--- config.mk ---
export PLATFORM = sky130hd
export DESIGN_NAME = aes_round_sequencer
export DESIGN_NICKNAME = d
export VERILOG_FILES = /design/src/rtl/aes_round_sequencer.sv
export SDC_FILE = /design/constraint.sdc
export NUM_CORES = 1
export LEC_CHECK = 0
export ABC_AREA = 1
export CORE_AREA = 2 2 256 258
export CTS_BUF_LIST = sky130_fd_sc_hd__clkbuf_8
export DETAILED_ROUTE_END_ITERATION = 12
export DIE_AREA = 0 0 258 260
export GPL_TIMING_DRIVEN = 0
export HOLD_SLACK_MARGIN = 0.02
export PLACE_DENSITY_LB_ADDON = 0.12
export REMOVE_ABC_BUFFERS = 1
export SYNTH_ARGS = -nofsm -noshare
export SYNTH_HDL_FRONTEND = slang
export SYNTH_SLANG_ARGS = --single-unit
--- constraint.sdc ---
create_clock -name clock -period 5.1 [get_ports clock]
set_input_delay 1.53 -clock clock [delete_from_list [all_inputs] [get_ports clock]]
set_output_delay 1.53 -clock clock [all_outputs]
set_load 0.005 [all_outputs]
--- src/rtl/aes_round_sequencer.sv ---
// -----------------------------------------------------------------------------
// aes_round_sequencer
//
// Iterative AES encryption controller. One external combinational round
// datapath (SubBytes -> ShiftRows -> MixColumns -> AddRoundKey) is reused for
// all NR rounds of a block. This block owns the 128-bit working state, the
// round counter and the host-side valid/ready handshakes. It also requests
// round keys by index from an external key store.
//
// Ports
//   clock        rising-edge clock
//   reset_n      asynchronous active-low reset
//   in_valid     plaintext block offered
//   in_ready     sequencer can accept a block (IDLE only)
//   in_block     plaintext, FIPS-197 byte order (byte 0 in [127:120])
//   rk_idx       round-key index requested this cycle
//   rk_data      round key for rk_idx, valid combinationally in the same cycle
//   round_in     working state presented to the round datapath
//   round_final  last round: datapath must bypass MixColumns
//   round_out    combinational datapath result
//   out_valid    ciphertext available
//   out_ready    consumer accepts ciphertext
//   out_block    ciphertext (zero whenever out_valid is low)
//   busy         high while a block is being processed or awaiting pickup
//
// Timing: the accepting edge performs the initial AddRoundKey. Rounds 1..NR
// follow on consecutive edges. out_valid rises NR cycles after acceptance.
// All outputs are driven directly from flops. Their next values are derived
// from the next FSM state, so they change on the same edge as the FSM.
// -----------------------------------------------------------------------------
module aes_round_sequencer #(
    parameter int NR       = 10,
    parameter int RK_IDX_W = 4
) (
    input  logic                clock,
    input  logic                reset_n,
    input  logic                in_valid,
    output logic                in_ready,
    input  logic [127:0]        in_block,
    output logic [RK_IDX_W-1:0] rk_idx,
    input  logic [127:0]        rk_data,
    output logic [127:0]        round_in,
    output logic                round_final,
    input  logic [127:0]        round_out,
    output logic                out_valid,
    input  logic                out_ready,
    output logic [127:0]        out_block,
    output logic                busy
);

    typedef enum logic [1:0] {
        S_IDLE  = 2'b00,
        S_ROUND = 2'b01,
        S_DONE  = 2'b10
    } state_e;

    localparam logic [RK_IDX_W-1:0] NR_IDX   = RK_IDX_W'(NR);
    localparam logic [RK_IDX_W-1:0] RND_ZERO = {RK_IDX_W{1'b0}};
    localparam logic [RK_IDX_W-1:0] RND_ONE  = {{(RK_IDX_W-1){1'b0}}, 1'b1};

    state_e                fsm_q, fsm_d;
    logic [RK_IDX_W-1:0]   rnd_q, rnd_d;
    logic [127:0]          data_q, data_d;

    logic                  in_ready_q, in_ready_d;
    logic                  busy_q, busy_d;
    logic                  out_valid_q, out_valid_d;
    logic [127:0]          out_block_q, out_block_d;
    logic                  round_final_q, round_final_d;
    logic [RK_IDX_W-1:0]   rk_idx_q, rk_idx_d;

    // Next-state logic for the FSM, the round counter and the working state.
    always_comb begin
        fsm_d  = fsm_q;
        rnd_d  = rnd_q;
        data_d = data_q;
        case (fsm_q)
            S_IDLE: begin
                // in_ready is high throughout IDLE, so in_valid alone is the handshake.
                // rk_idx is 0 here, so rk_data is the whitening key.
                if (in_valid) begin
                    data_d = in_block ^ rk_data;
                    rnd_d  = RND_ONE;
                    fsm_d  = S_ROUND;
                end else begin
                    rnd_d  = RND_ZERO;
                end
            end
            S_ROUND: begin
                data_d = round_out;
                // The >= comparison leaves the loop even if rnd_q was corrupted
                // past NR. The counter therefore never wraps.
                if (rnd_q >= NR_IDX) begin
                    fsm_d = S_DONE;
                end else begin
                    rnd_d = rnd_q + RND_ONE;
                end
            end
            S_DONE: begin
                // The result stays frozen until the consumer takes it.
                if (out_ready) begin
                    fsm_d = S_IDLE;
                    rnd_d = RND_ZERO;
                end else begin
                    fsm_d = S_DONE;
                end
            end
            default: begin
                fsm_d  = S_IDLE;
                rnd_d  = RND_ZERO;
                data_d = 128'h0;
            end
        endcase
    end

    // Registered-output next values, decoded from the next FSM state.
    always_comb begin
        in_ready_d    = (fsm_d == S_IDLE);
        busy_d        = (fsm_d == S_ROUND) || (fsm_d == S_DONE);
        out_valid_d   = (fsm_d == S_DONE);
        out_block_d   = (fsm_d == S_DONE) ? data_d : 128'h0;
        round_final_d = (fsm_d == S_ROUND) && (rnd_d == NR_IDX);
        rk_idx_d      = (fsm_d == S_ROUND) ? rnd_d : RND_ZERO;
    end

    // State, counter and output flops. Reset is asynchronous and immediate.
    always_ff @(posedge clock or negedge reset_n) begin
        if (!reset_n) begin
            fsm_q         <= S_IDLE;
            rnd_q         <= RND_ZERO;
            data_q        <= 128'h0;
            in_ready_q    <= 1'b1;
            busy_q        <= 1'b0;
            out_valid_q   <= 1'b0;
            out_block_q   <= 128'h0;
            round_final_q <= 1'b0;
            rk_idx_q      <= RND_ZERO;
        end else begin
            fsm_q         <= fsm_d;
            rnd_q         <= rnd_d;
            data_q        <= data_d;
            in_ready_q    <= in_ready_d;
            busy_q        <= busy_d;
            out_valid_q   <= out_valid_d;
            out_block_q   <= out_block_d;
            round_final_q <= round_final_d;
            rk_idx_q      <= rk_idx_d;
        end
    end

    assign in_ready    = in_ready_q;
    assign busy        = busy_q;
    assign out_valid   = out_valid_q;
    assign out_block   = out_block_q;
    assign round_final = round_final_q;
    assign rk_idx      = rk_idx_q;
    assign round_in    = data_q;

endmodule

### Word-level counts from Yosys, hierarchy flattened

Cells that the tools add are included.

* bitwise logic cells: 1
* $mul: 0
* div/mod/pow operators: 0
* shifts and indexed selects: 0
* add/subtract/negate cells: 1
* reductions and logical operators: 4
* mux-type cells: 12
* eq/ne operators: 5
* $lt $le $gt $ge: 1

Operators by type and width (count)
* one-hot mux 128 bit (3 select lines): 1
* two-way mux 128 bit: 2
* bitwise XOR 128 bit: 1
* two-way mux 4 bit: 3
* one-hot mux 4 bit (3 select lines): 1
* two-way mux 2 bit: 3
* one-hot mux 2 bit (3 select lines): 1
* adder 4 x 1 -> 4 bit (second input constant): 1
* equality test 2 x 1 -> 1 bit (second input constant): 2
* equality test 2 bit (second input constant): 2
* equality test 4 bit (second input constant): 1
* greater-or-equal comparator 4 bit (second input constant): 1
* zero test 2 bit: 2
* logical AND 1 bit: 1
* logical OR 1 bit: 1
* two-way mux 1 bit: 1

* memory bits (read-only): 0
* register bits after elaboration: 270
* output and inout port bits: 264
* memories kept: 0
* memory bits (writable): 0
* latch bits: 0

### Logic depth before layout (Yosys ltp)

Gate-level depths: netlist (run 1).

* word-level depth: 5
* mapped depth: 13
* depth with buffers taken out: 11

### Least setup slack after synthesis (run 1)

OpenSTA, ideal clock, no wires.

* kind: input-to-reg
* start: input in_valid
* end: register out_block_q[107] (netlist: out_block[107])
* cell stages on the path: 9
* slack: 2.167 ns
* data required time: 4.964 ns
* library setup time: 0.136 ns
* data arrival time: 2.797 ns
* cell sequence: buf_2 -> nand2_1 -> nand2_1 -> inv_1 -> ha_1 -> inv_1 -> clkbuf_1 -> clkbuf_1 -> a21oi_1

* word-level cells in the longest chain between the ends: 4

Ends and longest elaborated chain
* from (decl): line 37 `input logic in_valid,`
* two-way mux 2 bit: line 81 `if (in_valid) begin`
* one-hot mux 2 bit (3 select lines): line 77 `case (fsm_q)`
* via fsm_d[0]: line 61 `state_e fsm_q, fsm_d;`
* equality test 2 bit
* via out_valid_d: line 67 `logic out_valid_q, out_valid_d;`
* two-way mux 128 bit: line 121 `out_block_d = (fsm_d == S_DONE) ? data_d : 128'h0;`
* via out_block_d[107]: line 68 `logic [127:0] out_block_q, out_block_d;`
* to (signal assigned): line 145 `out_block_q <= out_block_d;`
* to (decl): line 68

The timed path passes the listed nets, and every way through them passes these cells.

### Worst setup path in the final report (run 1)

* start: register fsm_q[1]
* end: register out_block_q[119] (netlist: out_block[119])

* word-level cells in the longest chain between the ends: 4

Ends and longest elaborated chain
* from (decl): line 61
* from (signal assigned): line 139 `fsm_q <= fsm_d;`
* equality test 2 bit, or another cell as far along: line 77
* one-hot mux 2 bit (3 select lines) (*): line 77
* via fsm_d[0]: line 61
* equality test 2 bit (*)
* via out_valid_d: line 67
* two-way mux 128 bit (*): line 121
* via out_block_d[119]: line 68

The timed path passes the listed nets; every way through them passes the cells marked *.

==> results of run 1 <==
## sequential cells by signal, indices dropped and copies added, names as in the netlist
name / flops
rk_idx: 4
round_in: 128
out_block: 128
rnd_q: 4
busy: 1
out_valid: 1
fsm_q: 2
round_final: 1
in_ready: 1
## placed cells by master (no fill, tap or decap), drive strengths merged
cell type	n
a21oi	130
clkbuf	61
o211ai	128
nor2	9
dfstp	1
nand2	534
dfrtp	269
buf	20
nand3b	1
xnor2	127
xor2	1
clkinvlp	2
clkdlybuf4s50	649
nand3	131
clkinv	1
diode	3
ha	5
inv	171
o21ai	2
## per-layer routing
metal / routed length [um] / global-route usage (%) / part of all wire [%] / vias to the layer above
met1: 23380 / 20.01 / 39 / 6255
li1: - / - / - / 6356
met4: 1204 / 4.544 / 2.0 / 2
met5: 12 / 0 / 0.020 / -
met2: 30400 / 31.18 / 51 / 442
met3: 4495 / 5.146 / 7.6 / 74
## final timing paths
kind	to	slack (ns)	depth (start not counted)
hold reg to reg	round_in[47]	0.56	2
max in group asynchronous	round_in[96]	3.18	2
hold / removal	round_in[47]	0.56	2
setup reg to reg	out_block[119]	1.25	11
setup / recovery	out_block[119]	1.25	11
min in group asynchronous	out_block[83]	0.86	1
## logic make-up (layout without fill, tap and decap cells)
kind of cell / Yosys count / after routing / synth area share (%)
DFF: 270 / 270 / 50.85
buffers and inverters: 243 / 904 / 7.663
AOI/OAI and AO/OA: 260 / 260 / 12.20
xor gates and xnor gates: 128 / 128 / 8.435
and+or+nand+nor: 675 / 675 / 20.38
other: 0 / 3 / 0
adders and majority gates: 5 / 5 / 0.4707
## where the power goes
group	internal (uW)	leakage [uW]	switching [uW]
Clock	1070	0.000587	976
Combinational	1970	0.00581	2180
Sequential	2740	0.00349	479
Total	5780	0.00988	3630
## stage by stage
step | setup WS, ns | TNS, ns
6_report | 1.251 | 0
5_1_grt | 1.051 | 0
4_1_cts | 1.186 | 0
3_5_place_dp | 0.9029 | 0
3_3_place_gp | -18.51 | -7212.91
2_1_floorplan | -3.639 | -660.99
## area by class of cell
cell class | count | area, sq um
diodes | 3 | 7.507
clock buffers | 61 | 839.6
flip-flops and latches | 270 | 6761
clock inverters | 30 | 121.4
repair buffers | 669 | 6969
multi-input cells | 1068 | 5522
well taps | 855 | 1070
inverters | 144 | 550.5
fillers | 6698 | 42270
## worst min-delay path, cell delays in order (launching register included)
cell	delay (ns)
dfrtp_1	0.36
o211ai_1	0.10
nand2_1	0.06
==> results.sh, run 1 <==
export IMPL_crit_required_ns=5.57
export IMPL_synthArstFlopShare_pct=100.0
export IMPL_routedWlPerCell_um=19.19
export IMPL_fp_dieW_um=258
export IMPL_p_leak_uw=0.009883
export IMPL_drive_above_1_share_pct=4.014
export IMPL_synth_cell_types=19
export IMPL_startpoint_type="register"
export IMPL_grt_pass1_vias=13790
export IMPL_setup_viol=0
export IMPL_grtUsageTotal_pct=17.34
export IMPL_cts_tree="built"
export IMPL_stdcell_count=3100
export IMPL_drt_antenna_violating_nets=0
export IMPL_cts_hold_buf=0
export IMPL_io_buffers=651
export IMPL_dpl_instance_area_sq_um=20870
export IMPL_grt_max_degree=115
export IMPL_synth_area_leaders="dfrtp_1, nand2_1, xnor2_1"
export IMPL_overflow=0
export IMPL_yosysTopAreaCell="dfrtp_1"
export IMPL_finalHoldViolCount=0
export IMPL_cts_resized=0
export IMPL_drtIter0Drc=576
export IMPL_htree_levels=2
export IMPL_path_buf_inv=6
export IMPL_drc=0
export IMPL_critPathKind="register to register"
export IMPL_peakVddDrop_v=0.0002503
export IMPL_crit_family="buffers and inverters"
export IMPL_synth_top_area_share_pct=50.65
export IMPL_period_share_pct=75.47
export IMPL_clock_path_buffers=3
export IMPL_skew_ns=0.03250
export IMPL_vias=13130
export IMPL_antenna_found_initial=3
export IMPL_cts_setup_buffers=0
export IMPL_syn_area_sq_um=13290
export IMPL_design_area_sq_um=21840
export IMPL_syn_inst=1581
export IMPL_ys_seq_area_share_pct=50.85
export IMPL_grt_pass1_wl_mm=88.64
export IMPL_clk_pin_slew_ns=0.05
export IMPL_rows=93
export IMPL_fin_util_pct=34.07
export IMPL_drv_cap=0
export IMPL_outcome="finished, final reports clean"
export IMPL_fmax_ghz=0.2598
export IMPL_io_pins=652
export IMPL_slowest_delay_ns=0.66
export IMPL_gp_congestion=0.8059
export IMPL_ctsRootBufferMaster="clkbuf_8"
export IMPL_synth_area_per_cell_sq_um=8.406
export IMPL_firstDrtPassIters=5
export IMPL_numCtsBuffers=53
export IMPL_dp_final_hpwl_mm=42.56
export IMPL_placed_cells=3006
export IMPL_fin_crit_ns=3.849
export IMPL_yosysMostFrequentCell="nand2_1"
export IMPL_rsz0062_at_grt="no"
export IMPL_yosys_warnings=0
export IMPL_hold_ws_ns=0.5599
export IMPL_start_util_pct=20.73
export IMPL_powerDensity_nw_per_um2=431.0
export IMPL_yosys_top_cells_count="nand2_1, dfrtp_1, inv_1"
export IMPL_startpoint="fsm_q[1]"
export IMPL_synthFlopType="dfrtp_1"
export IMPL_die_h_um=260
export IMPL_total_power_uw=9414
export IMPL_viasPerCell=4.235
export IMPL_crit_path_top_delay_cell="dfrtp_4"
export IMPL_syn_to_final_growth_pct=64.34
export IMPL_worstPathArrival_ns=4.32
export IMPL_coreArea_sq_um=64120
export IMPL_path_cells="buf_16 -> nor2_4 -> buf_12 -> buf_12 -> nand2_1 -> nand2_1 -> inv_1 -> ha_1 -> inv_6 -> buf_16 -> a21oi_1"
export IMPL_finalNetCount=2599
export IMPL_ys_ff_latch=270
export IMPL_hp_start="round_in[47]"
export IMPL_hold_path_class="register to register"
export IMPL_crit_fanout=66
export IMPL_drv_slew=0
export IMPL_wl_mm=59.50
export IMPL_cp_end_kind="register"
export IMPL_rr_startpoint="fsm_q[1]"
export IMPL_die_area_sq_um=67080
export IMPL_tightest_slew_ns=0.6900
export IMPL_clock_sinks=270
export IMPL_slew_limit_headroom_pct=54.00
export IMPL_synth_edf_count=0
export IMPL_clk_latency_ns=0.63
Note: power is estimated with default switching activity, not from simulation.
==> inputs of run 2 (changes only) <==
--- a/config.mk
+++ b/config.mk
@@ -6,10 +6,10 @@
 export NUM_CORES = 1
 export LEC_CHECK = 0
 export ABC_AREA = 1
-export CORE_AREA = 2 2 256 258
+export CORE_AREA = 2 2 255 257
 export CTS_BUF_LIST = sky130_fd_sc_hd__clkbuf_8
 export DETAILED_ROUTE_END_ITERATION = 12
-export DIE_AREA = 0 0 258 260
+export DIE_AREA = 0 0 257 259
 export GPL_TIMING_DRIVEN = 0
 export HOLD_SLACK_MARGIN = 0.02
 export PLACE_DENSITY_LB_ADDON = 0.12
==> constraint.sdc (replaced) <==
create_clock -name clock -period 3.2 [get_ports clock]
set_input_delay 0.96 -clock clock [delete_from_list [all_inputs] [get_ports clock]]
set_output_delay 0.96 -clock clock [all_outputs]
set_load 0.005 [all_outputs]
==> run 2 against run 1 <==
Maximum frequency grew 31%. Largest power group unchanged. Clock skew shrank 0.018 ns. Sequential power grew 59%. First-iteration DRC count grew 19%.
==> results.sh, run 2 (synthesis results as in run 1) <==
export IMPL_outcome="finished, final reports clean"
export IMPL_htree_levels=2
export IMPL_crit_path_top_delay_cell="dfrtp_4"
export IMPL_syn_to_final_growth_pct=65.23
export IMPL_pre_cts_ws_ns=-0.9001
export IMPL_r2r_cells=11
export IMPL_antenna_found_initial=5
export IMPL_layout_common_cells="clkdlybuf4s50_1, nand2_1, dfrtp_1"
export IMPL_slowest_delay_ns=0.62
export IMPL_numCtsBuffers=53
export IMPL_crit_fanout=50
export IMPL_startpoint_type="register"
export IMPL_drv_cap=0
export IMPL_clock_sinks=270
export IMPL_seq_power_share_pct=33.6
export IMPL_grt_pass1_wl_mm=89.84
export IMPL_peakVddDrop_v=0.0004531
export IMPL_viasPerCell=4.255
export IMPL_crit_family="buffers and inverters"
export IMPL_firstDrtPassIters=5
export IMPL_layout_setup_ws_ns=0.2703
export IMPL_drv_slew=0
export IMPL_routedWlPerCell_um=19.39
export IMPL_drtIter0Drc=683
export IMPL_slew_limit_headroom_pct=34.79
export IMPL_worstSetupPathDepth=11
export IMPL_rr_endpoint="out_block[112]"
export IMPL_p_clk_share_pct=22.9
export IMPL_finalNetCount=2603
export IMPL_endpoint="out_block[112]"
export IMPL_switchingPower_uw=5901
export IMPL_io_buffers=651
export IMPL_setup_tns_ns=0
export IMPL_combPwrFrac_pct=43.4
export IMPL_p_leak_uw=0.009938
export IMPL_clk_pin_slew_ns=0.06
export IMPL_cts_tree="built"
export IMPL_drc=0
export IMPL_rows=93
export IMPL_clock_path_buffers=3
export IMPL_start_util_pct=20.80
export IMPL_sw_frac_of_total_pct=38.67
export IMPL_startpoint="fsm_q[1]"
export IMPL_crit_required_ns=3.68
export IMPL_ctsRootBufferMaster="clkbuf_8"
export IMPL_clk_latency_ns=0.61
export IMPL_ff2ff_setup_slack_ns=0.27
export IMPL_rr_startpoint="fsm_q[1]"
export IMPL_gp_congestion=0.7914
export IMPL_cts_hold_buf=0
export IMPL_tightest_slew_ns=0.9782
export IMPL_setup_viol=0
export IMPL_fin_crit_ns=2.930
export IMPL_wl_mm=60.28
export IMPL_period_share_pct=91.55
export IMPL_path_cells="buf_16 -> nor2_4 -> buf_12 -> buf_12 -> nand2_1 -> nand2_1 -> inv_1 -> ha_4 -> bufinv_16 -> bufbuf_16 -> a21oi_1"
export IMPL_die_h_um=259
export IMPL_path_buf_inv=6
export IMPL_critPathKind="register to register"
export IMPL_finalHoldViolCount=0
export IMPL_dp_final_hpwl_mm=41.33
export IMPL_overflow=0
export IMPL_drive_above_1_share_pct=4.665
export IMPL_grt_max_degree=134
export IMPL_grt_pass1_vias=13890
export IMPL_skew_ns=0.01419
export IMPL_hold_path_class="primary input to async pin"
export IMPL_power_internal_uw=9359
export IMPL_layout_commonest_cell="clkdlybuf4s50_1"
export IMPL_rsz0062_at_grt="no"
export IMPL_fmax_ghz=0.3413
export IMPL_powerDensity_nw_per_um2=694.9
export IMPL_io_pins=652
export IMPL_vias=13230
export IMPL_die_area_sq_um=66560
export IMPL_fin_util_pct=34.38
export IMPL_grtUsageTotal_pct=17.70
export IMPL_fp_dieW_um=257
export IMPL_drt_antenna_violating_nets=0
export IMPL_coreArea_sq_um=63880
export IMPL_cp_end_kind="register"
export IMPL_worstPathArrival_ns=3.41
## run 2: cell types whose count changed in the layout (fill, tap and decap cells not counted), moves of 2 or more
cell | previous run | this run
buf_16 | 11 | 7
buf_4 | 0 | 2
clkinv_2 | 1 | 7
inv_1 | 169 | 164
bufinv_16 | 0 | 2
clkbuf_8 | 61 | 65
## run 2: worst min-delay path by stage
stage                             from            end  slack [ns]  cells past startpoint
after floorplan               rnd_q[1]       rnd_q[1]        0.53                      2
after global placement    round_in[33]   round_in[33]        0.54                      2
after detailed placement  round_in[65]   round_in[65]        0.55                      2
after CTS                      reset_n  out_block[61]        0.32                      1
after global routing           reset_n  out_block[61]        0.33                      1
final                          reset_n  out_block[61]        0.31                      1
## run 2: area by class of cell
type	instances	area, sq um
multi-input cells	1069	5540
clock buffers	65	894.6
repair buffers	670	6942
diodes	3	7.507
clock inverters	31	155.1
inverters	144	571.8
fillers	6629	41920
flip-flops and latches	270	6761
repair inverters	2	17.52
well taps	855	1070
## run 2: layer usage
layer  track usage (%)  share of wire (%)  wire (um)
met1             20.90                 40      24180
met2             31.14                 50      30350
met3             4.911                6.9       4184
met4             5.459                2.6       1541
met5                 0              0.045         27
## run 2: per-stage QoR
stage                     cells  instance area [sq um]  total power, uW  hold WS (ns)
after global routing       3108                  21960            16380        0.3337
final                      3109                  21960            15260        0.3118
after CTS                  3105                  21930            15570        0.3229
after floorplan            1482                  12810             7576        0.5324
after global placement     2988                  20400            10570        0.5435
after detailed placement   3003                  20780            11820        0.5453
## run 2: repair_timing
| item | CTS | global route |
|---|---|---|
| endpoints found under the setup margin | 128 | 52 |
| buffers inserted | 2 | 1 |
| gates cloned | 4 | 0 |
| pin swaps | 1 | 1 |
| resized for setup | 5 | 1 |
## run 2: power groups by stage
stage | registers [uW] | clock network (uW) | logic [uW]
final | 5130 | 3500 | 6630
after global routing | 5280 | 3820 | 7290
after CTS | 5140 | 3660 | 6770
after detailed placement | 5180 | 0 | 6640
after global placement | 4940 | 0 | 5620
after floorplan | 5180 | 0 | 2390
